==> src/rtl/reorder_buffer.sv <==
// reorder_buffer
//   Circular in-order reorder buffer sitting between dispatch, the common data
//   bus (CDB) and the register file. Each dispatched instruction receives the
//   current tail index as its tag. CDB broadcasts mark tagged entries ready.
//   The head entry retires once it is ready, at most one per cycle, through a
//   registered commit port. A conditional branch whose actual outcome differs
//   from its prediction raises a one-cycle flush (xbp) with the redirect PC
//   when it commits, and empties the buffer on the same edge.
//
// Ports
//   clk, rst             clock, synchronous active-high reset
//   rdy                  global enable; low holds every register
//   in_disp_*            dispatch request (dest reg, branch flag, prediction)
//   out_disp_rob         tag the next dispatch receives (current tail)
//   out_full             no free entry; dispatch is ignored
//   in_cdb_*             result broadcast (tag, value, taken, target)
//   in_q_rob1/2          operand tag queries
//   out_q_ready1/2       queried entry has (or is receiving) its result
//   out_q_value1/2       queried result value, CDB value forwarded
//   out_commit_reg/rob/value   registered commit port, reg 0 = no write
//   out_xbp, out_xbp_pc  registered mispredict flush pulse and redirect PC

module reorder_buffer #(
   parameter int ROB_SIZE  = 16,
   parameter int ROB_POS_W = 4,
   parameter int REG_POS_W = 5,
   parameter int DATA_W    = 32
) (
   input  logic                 clk,
   input  logic                 rst,
   input  logic                 rdy,

   input  logic                 in_disp_valid,
   input  logic [REG_POS_W-1:0] in_disp_dest_reg,
   input  logic                 in_disp_is_br,
   input  logic                 in_disp_pred,
   output logic [ROB_POS_W-1:0] out_disp_rob,
   output logic                 out_full,

   input  logic                 in_cdb_valid,
   input  logic [ROB_POS_W-1:0] in_cdb_rob,
   input  logic [DATA_W-1:0]    in_cdb_value,
   input  logic                 in_cdb_taken,
   input  logic [DATA_W-1:0]    in_cdb_target,

   input  logic [ROB_POS_W-1:0] in_q_rob1,
   input  logic [ROB_POS_W-1:0] in_q_rob2,
   output logic                 out_q_ready1,
   output logic                 out_q_ready2,
   output logic [DATA_W-1:0]    out_q_value1,
   output logic [DATA_W-1:0]    out_q_value2,

   output logic [REG_POS_W-1:0] out_commit_reg,
   output logic [ROB_POS_W-1:0] out_commit_rob,
   output logic [DATA_W-1:0]    out_commit_value,
   output logic                 out_xbp,
   output logic [DATA_W-1:0]    out_xbp_pc
);

   localparam logic [ROB_POS_W-1:0] POS_ONE  = ROB_POS_W'(1);
   localparam logic [ROB_POS_W:0]   CNT_ONE  = (ROB_POS_W+1)'(1);
   localparam logic [ROB_POS_W:0]   CNT_FULL = (ROB_POS_W+1)'(ROB_SIZE);

   logic [ROB_POS_W-1:0] r_head;
   logic [ROB_POS_W-1:0] r_tail;
   logic [ROB_POS_W:0]   r_count;

   logic                 r_busy   [ROB_SIZE];
   logic                 r_ready  [ROB_SIZE];
   logic [REG_POS_W-1:0] r_dest   [ROB_SIZE];
   logic [DATA_W-1:0]    r_value  [ROB_SIZE];
   logic                 r_is_br  [ROB_SIZE];
   logic                 r_pred   [ROB_SIZE];
   logic                 r_taken  [ROB_SIZE];
   logic [DATA_W-1:0]    r_target [ROB_SIZE];

   logic [REG_POS_W-1:0] r_commit_reg;
   logic [ROB_POS_W-1:0] r_commit_rob;
   logic [DATA_W-1:0]    r_commit_value;
   logic                 r_xbp;
   logic [DATA_W-1:0]    r_xbp_pc;

   logic                 w_full;
   logic                 w_commit;
   logic                 w_flush;
   logic                 w_disp;
   logic                 w_cdb;
   logic [ROB_POS_W:0]   w_count_nxt;
   logic                 w_fwd1;
   logic                 w_fwd2;

   assign w_full = (r_count == CNT_FULL);

   // Commit only looks at the stored ready bit; a CDB result for the head in
   // this cycle retires on the following edge.
   assign w_commit = rdy & r_busy[r_head] & r_ready[r_head];
   assign w_flush  = w_commit & r_is_br[r_head] & (r_taken[r_head] != r_pred[r_head]);

   // A flushing cycle drops the dispatch and CDB writes it would otherwise take.
   assign w_disp = rdy & in_disp_valid & ~w_full & ~w_flush;
   assign w_cdb  = rdy & in_cdb_valid & r_busy[in_cdb_rob] & ~w_flush;

   always_comb begin
      w_count_nxt = r_count;
      if (w_disp && !w_commit) begin
         w_count_nxt = r_count + CNT_ONE;
      end else if (!w_disp && w_commit) begin
         w_count_nxt = r_count - CNT_ONE;
      end
   end

   always_ff @(posedge clk) begin
      if (rst) begin
         r_head         <= '0;
         r_tail         <= '0;
         r_count        <= '0;
         r_commit_reg   <= '0;
         r_commit_rob   <= '0;
         r_commit_value <= '0;
         r_xbp          <= 1'b0;
         r_xbp_pc       <= '0;
         for (int i = 0; i < ROB_SIZE; i++) begin
            r_busy[i]   <= 1'b0;
            r_ready[i]  <= 1'b0;
            r_dest[i]   <= '0;
            r_value[i]  <= '0;
            r_is_br[i]  <= 1'b0;
            r_pred[i]   <= 1'b0;
            r_taken[i]  <= 1'b0;
            r_target[i] <= '0;
         end
      end else if (rdy) begin
         if (w_flush) begin
            r_head  <= '0;
            r_tail  <= '0;
            r_count <= '0;
            for (int i = 0; i < ROB_SIZE; i++) begin
               r_busy[i]  <= 1'b0;
               r_ready[i] <= 1'b0;
            end
         end else begin
            if (w_disp) begin
               r_busy[r_tail]  <= 1'b1;
               r_ready[r_tail] <= 1'b0;
               r_dest[r_tail]  <= in_disp_dest_reg;
               r_is_br[r_tail] <= in_disp_is_br;
               r_pred[r_tail]  <= in_disp_pred;
               r_tail          <= r_tail + POS_ONE;
            end
            if (w_cdb) begin
               r_ready[in_cdb_rob]  <= 1'b1;
               r_value[in_cdb_rob]  <= in_cdb_value;
               r_taken[in_cdb_rob]  <= in_cdb_taken;
               r_target[in_cdb_rob] <= in_cdb_target;
            end
            // Placed after the CDB write so a retiring entry always ends idle.
            if (w_commit) begin
               r_busy[r_head]  <= 1'b0;
               r_ready[r_head] <= 1'b0;
               r_head          <= r_head + POS_ONE;
            end
            r_count <= w_count_nxt;
         end

         // Branches never write the regfile, regardless of their dest field.
         if (w_commit && !r_is_br[r_head]) begin
            r_commit_reg <= r_dest[r_head];
         end else begin
            r_commit_reg <= '0;
         end
         if (w_commit) begin
            r_commit_rob   <= r_head;
            r_commit_value <= r_value[r_head];
         end
         r_xbp <= w_flush;
         if (w_flush) begin
            r_xbp_pc <= r_target[r_head];
         end
      end
   end

   assign w_fwd1 = in_cdb_valid & (in_cdb_rob == in_q_rob1);
   assign w_fwd2 = in_cdb_valid & (in_cdb_rob == in_q_rob2);

   assign out_q_ready1 = r_ready[in_q_rob1] | w_fwd1;
   assign out_q_ready2 = r_ready[in_q_rob2] | w_fwd2;
   assign out_q_value1 = w_fwd1 ? in_cdb_value : r_value[in_q_rob1];
   assign out_q_value2 = w_fwd2 ? in_cdb_value : r_value[in_q_rob2];

   assign out_disp_rob     = r_tail;
   assign out_full         = w_full;
   assign out_commit_reg   = r_commit_reg;
   assign out_commit_rob   = r_commit_rob;
   assign out_commit_value = r_commit_value;
   assign out_xbp          = r_xbp;
   assign out_xbp_pc       = r_xbp_pc;

endmodule

==> config.mk <==
export PLATFORM = sky130hd
export DESIGN_NAME = reorder_buffer
export DESIGN_NICKNAME = d
export VERILOG_FILES = /design/src/rtl/reorder_buffer.sv
export SDC_FILE = /design/constraint.sdc
export NUM_CORES = 2
export LEC_CHECK = 0
export BUFFER_PORTS_ARGS = -buffer_cell sky130_fd_sc_hd__buf_2
export CAP_MARGIN = 20
export CORE_AREA = 2 2 544 411
export CTS_BUF_LIST = sky130_fd_sc_hd__clkbuf_4 sky130_fd_sc_hd__clkbuf_8
export CTS_CLUSTER_SIZE = 16
export DETAILED_ROUTE_END_ITERATION = 16
export DIE_AREA = 0 0 546 413
export SYNTH_ARGS = -nofsm -noshare
export SYNTH_HDL_FRONTEND = slang
export SYNTH_SLANG_ARGS = --single-unit
export TNS_END_PERCENT = 10
==> constraint.sdc <==
create_clock -name clk -period 8.55 [get_ports clk]
set_input_delay 0.4275 -clock clk [delete_from_list [all_inputs] [get_ports clk]]
set_output_delay 0.4275 -clock clk [all_outputs]
set_load 0.01 [all_outputs]
==> flow_metrics.tcl <==
set metrics [dict create \
    synth_edf_count 1152 \
    drt_iter0_drc 5156 \
    std_cell_rows 150 \
    yosys_warnings 0 \
    path_max_fanout 66 \
    hold_path.class "input pin to register" \
    dr_wl_met3_mm 18.6 \
    antenna_found_initial 30 \
    rsz0062_at_grt "no" \
    syn_to_final_growth_pct 13.2 \
    place_congestion 0.832 \
    port_buffers 233 \
    dr_total_vias 39900 \
    die_h_um 413 \
    synth_nets 4242 \
    grt_pass1_vias 39600 \
    finClkSkew_ns 0.152 \
    outcome "complete, no violations" \
    cts_tree "done" \
    wirelength_mm 212 \
    first_pass_iters 6 \
    start_kind "register" \
    wl_met1_mm 88.4 \
    cts.sinks 1275 \
    crit_required_ns 9.03 \
    core-area_um2 221000 \
    grt_max_degree 133 \
    clockBufferDepth 4 \
    worstMarginPinSlew_ns 1.14 \
    yosys-top-cells-count "edfxtp_1, and2_1, mux4_2, clkbuf_1, nand2_1" \
    netlist_area_um2 65600 \
    yosysTopAreaCell "edfxtp_1" \
    synth_top_area_share_pct 52.7 \
    cts_buffers 211 \
    fin_crit_ns 5.77 \
    avgSynthCellArea_um2 15.9 \
    utilization_pct 33.6 \
    synthCells 4140 \
    drive_above_1_share_pct 32.3 \
    grt.total_usage_pct 18.5 \
    tns_ns 0 \
    worst_ir_drop_vdd_uv 128 \
    initial_core_util_pct 29.7 \
    grt_remaining_overflow 0 \
    fmax_mhz 173 \
    setup_viol 0 \
    grt_pass1_wl_mm 303 \
    endpoint_kind "register" \
    clk_pin_slew_ns 0.07 \
    pin_count 234 \
    synth_area_leaders "edfxtp_1, mux4_2, and2_1" \
    yosysSeqAreaShare_pct 56.5 \
    largest_registers "r_target x512, r_value x512, r_dest x80" \
    slew_violations 0 \
    synth-seq-cells 1275 \
    cts_resized 0 \
    vias_per_cell 5.35 \
    async_flop_share_pct 0 \
    finalCritPeriodShare_pct 67.4 \
    wl_met2_mm 99.5 \
    place_hpwl_mm 124 \
    top_layer_used "met5" \
    cp.arrival_ns 6.25 \
    yosys_most_used_dff "edfxtp_1" \
    die_x_um 546 \
    cts-root-buf "clkbuf_8" \
    crit_type "register to register" \
    clk_latency_ns 0.98 \
    nets 4410 \
    max-slew-margin-rel_pct 23.2 \
    timing.max_cap.violations 0 \
    design.die.area_um2 225000 \
    leakage_nw 25.9 \
    synth_most_common_cell "edfxtp_1" \
    hp-start "in_cdb_value[29]" \
    routedWlPerCell_um 28.5 \
    htree_levels 4 \
    p_per_area_nw_per_um2 184 \
    detail-route-antenna-nets 0 \
    synth_cell_types 60 \
    hold_viol 0 \
    regToRegSetupSlack_ns 2.78 \
    drc_errors 0 \
]
[final timing paths]
path         cells after the start                                 to
max                             10      r_target[10][9]$_SDFFCE_PN0P_
min                              2      r_value[15][29]$_SDFFCE_PN0P_
max reg2reg                     10      r_target[10][9]$_SDFFCE_PN0P_
min reg2reg                      2  out_commit_value[29]$_SDFFE_PP0P_
[cell families after synthesis]
kind of cell               synth area share (%)
adders and majority gates                 0.259
buffers and inverters                      3.16
and+or+nand+nor                            13.6
muxes                                      24.8
DFF                                        56.5
xor gates and xnor gates                  0.240
AOI/OAI and AO/OA                          1.52
[worst max-delay path, stage by stage, from the launching register on]
cell     delay (ns)
dfxtp_2        0.72
buf_4          0.53
mux4_1         0.65
a22oi_1        0.22
nand3_1        0.16
xor2_1         0.24
and4_4         0.43
nor3_4         0.28
buf_4          0.61
or2_4          0.43
buf_4          0.78
[placed cells by master, fill, tap and decap left out, drive strengths merged, types with 10 or more instances in the layout]
cell            n
dfxtp         123
and2         1042
nand3          45
clkbuf        296
dlygate4sd3    61
nor2           31
mux4          687
and3          114
nor4           23
xor2           10
ha             12
nand2         173
mux2           65
inv            13
nor3           32
a32o           29
buf           311
o21ai          12
clkinv         71
diode          12
a21oi          66
or2            12
edfxtp       1152
[cell type report]
cell class                 instances  area [µm²]
tap                             2964        3710
timing repair buffer             372        2520
clock buffer                     296        3630
fill                           21100      147000
clock inverter                    83         566
antenna                           12        30.0
inverter                          10        37.5
sequential                      1275       37100
multi-input combinational       2438       26700
[layer usage]
| layer | track usage (%) | vias up |
|---|---|---|
| li1 | - | 16400 |
| met1 | 25.6 | 21000 |
| met2 | 29.4 | 2092 |
| met3 | 3.93 | 352 |
| met4 | 5.24 | 8 |
| met5 | 0 | - |
[what timing repair did]
item / in CTS / in global routing
buffers inserted: 0 / 0
hold endpoints to repair: 807 / 0
hold buffers: 61 / 0
[where the power goes]
part	internal (W)	leakage (nW)	total (W)	switching (W)
Clock	0.00295	2.24	0.00557	0.00262
Combinational	0.000431	10.8	0.00106	0.000628
Sequential	0.00697	12.9	0.00706	0.0000976
Total	0.0103	25.9	0.0137	0.00335
[metrics by stage]
| stage | hold WS [ns] | total power, W | instances | cell area, µm² | worst slack (ns) |
|---|---|---|---|---|---|
| 5_1_grt | 0.0462 | 0.0141 | 7442 | 74300 | 2.54 |
| 6_report | 0.0827 | 0.0137 | 7450 | 74300 | 2.78 |
| 3_5_place_dp | 0.447 | 0.00822 | 6996 | 69400 | 2.71 |
| 2_1_floorplan | 0.444 | 0.00779 | 4140 | 65600 | 1.11 |
| 4_1_cts | 0.00134 | 0.0138 | 7436 | 74200 | 2.70 |
| 3_3_place_gp | 0.442 | 0.00821 | 6996 | 69400 | 2.74 |
No activity file was read; power rests on OpenSTA's default activity.
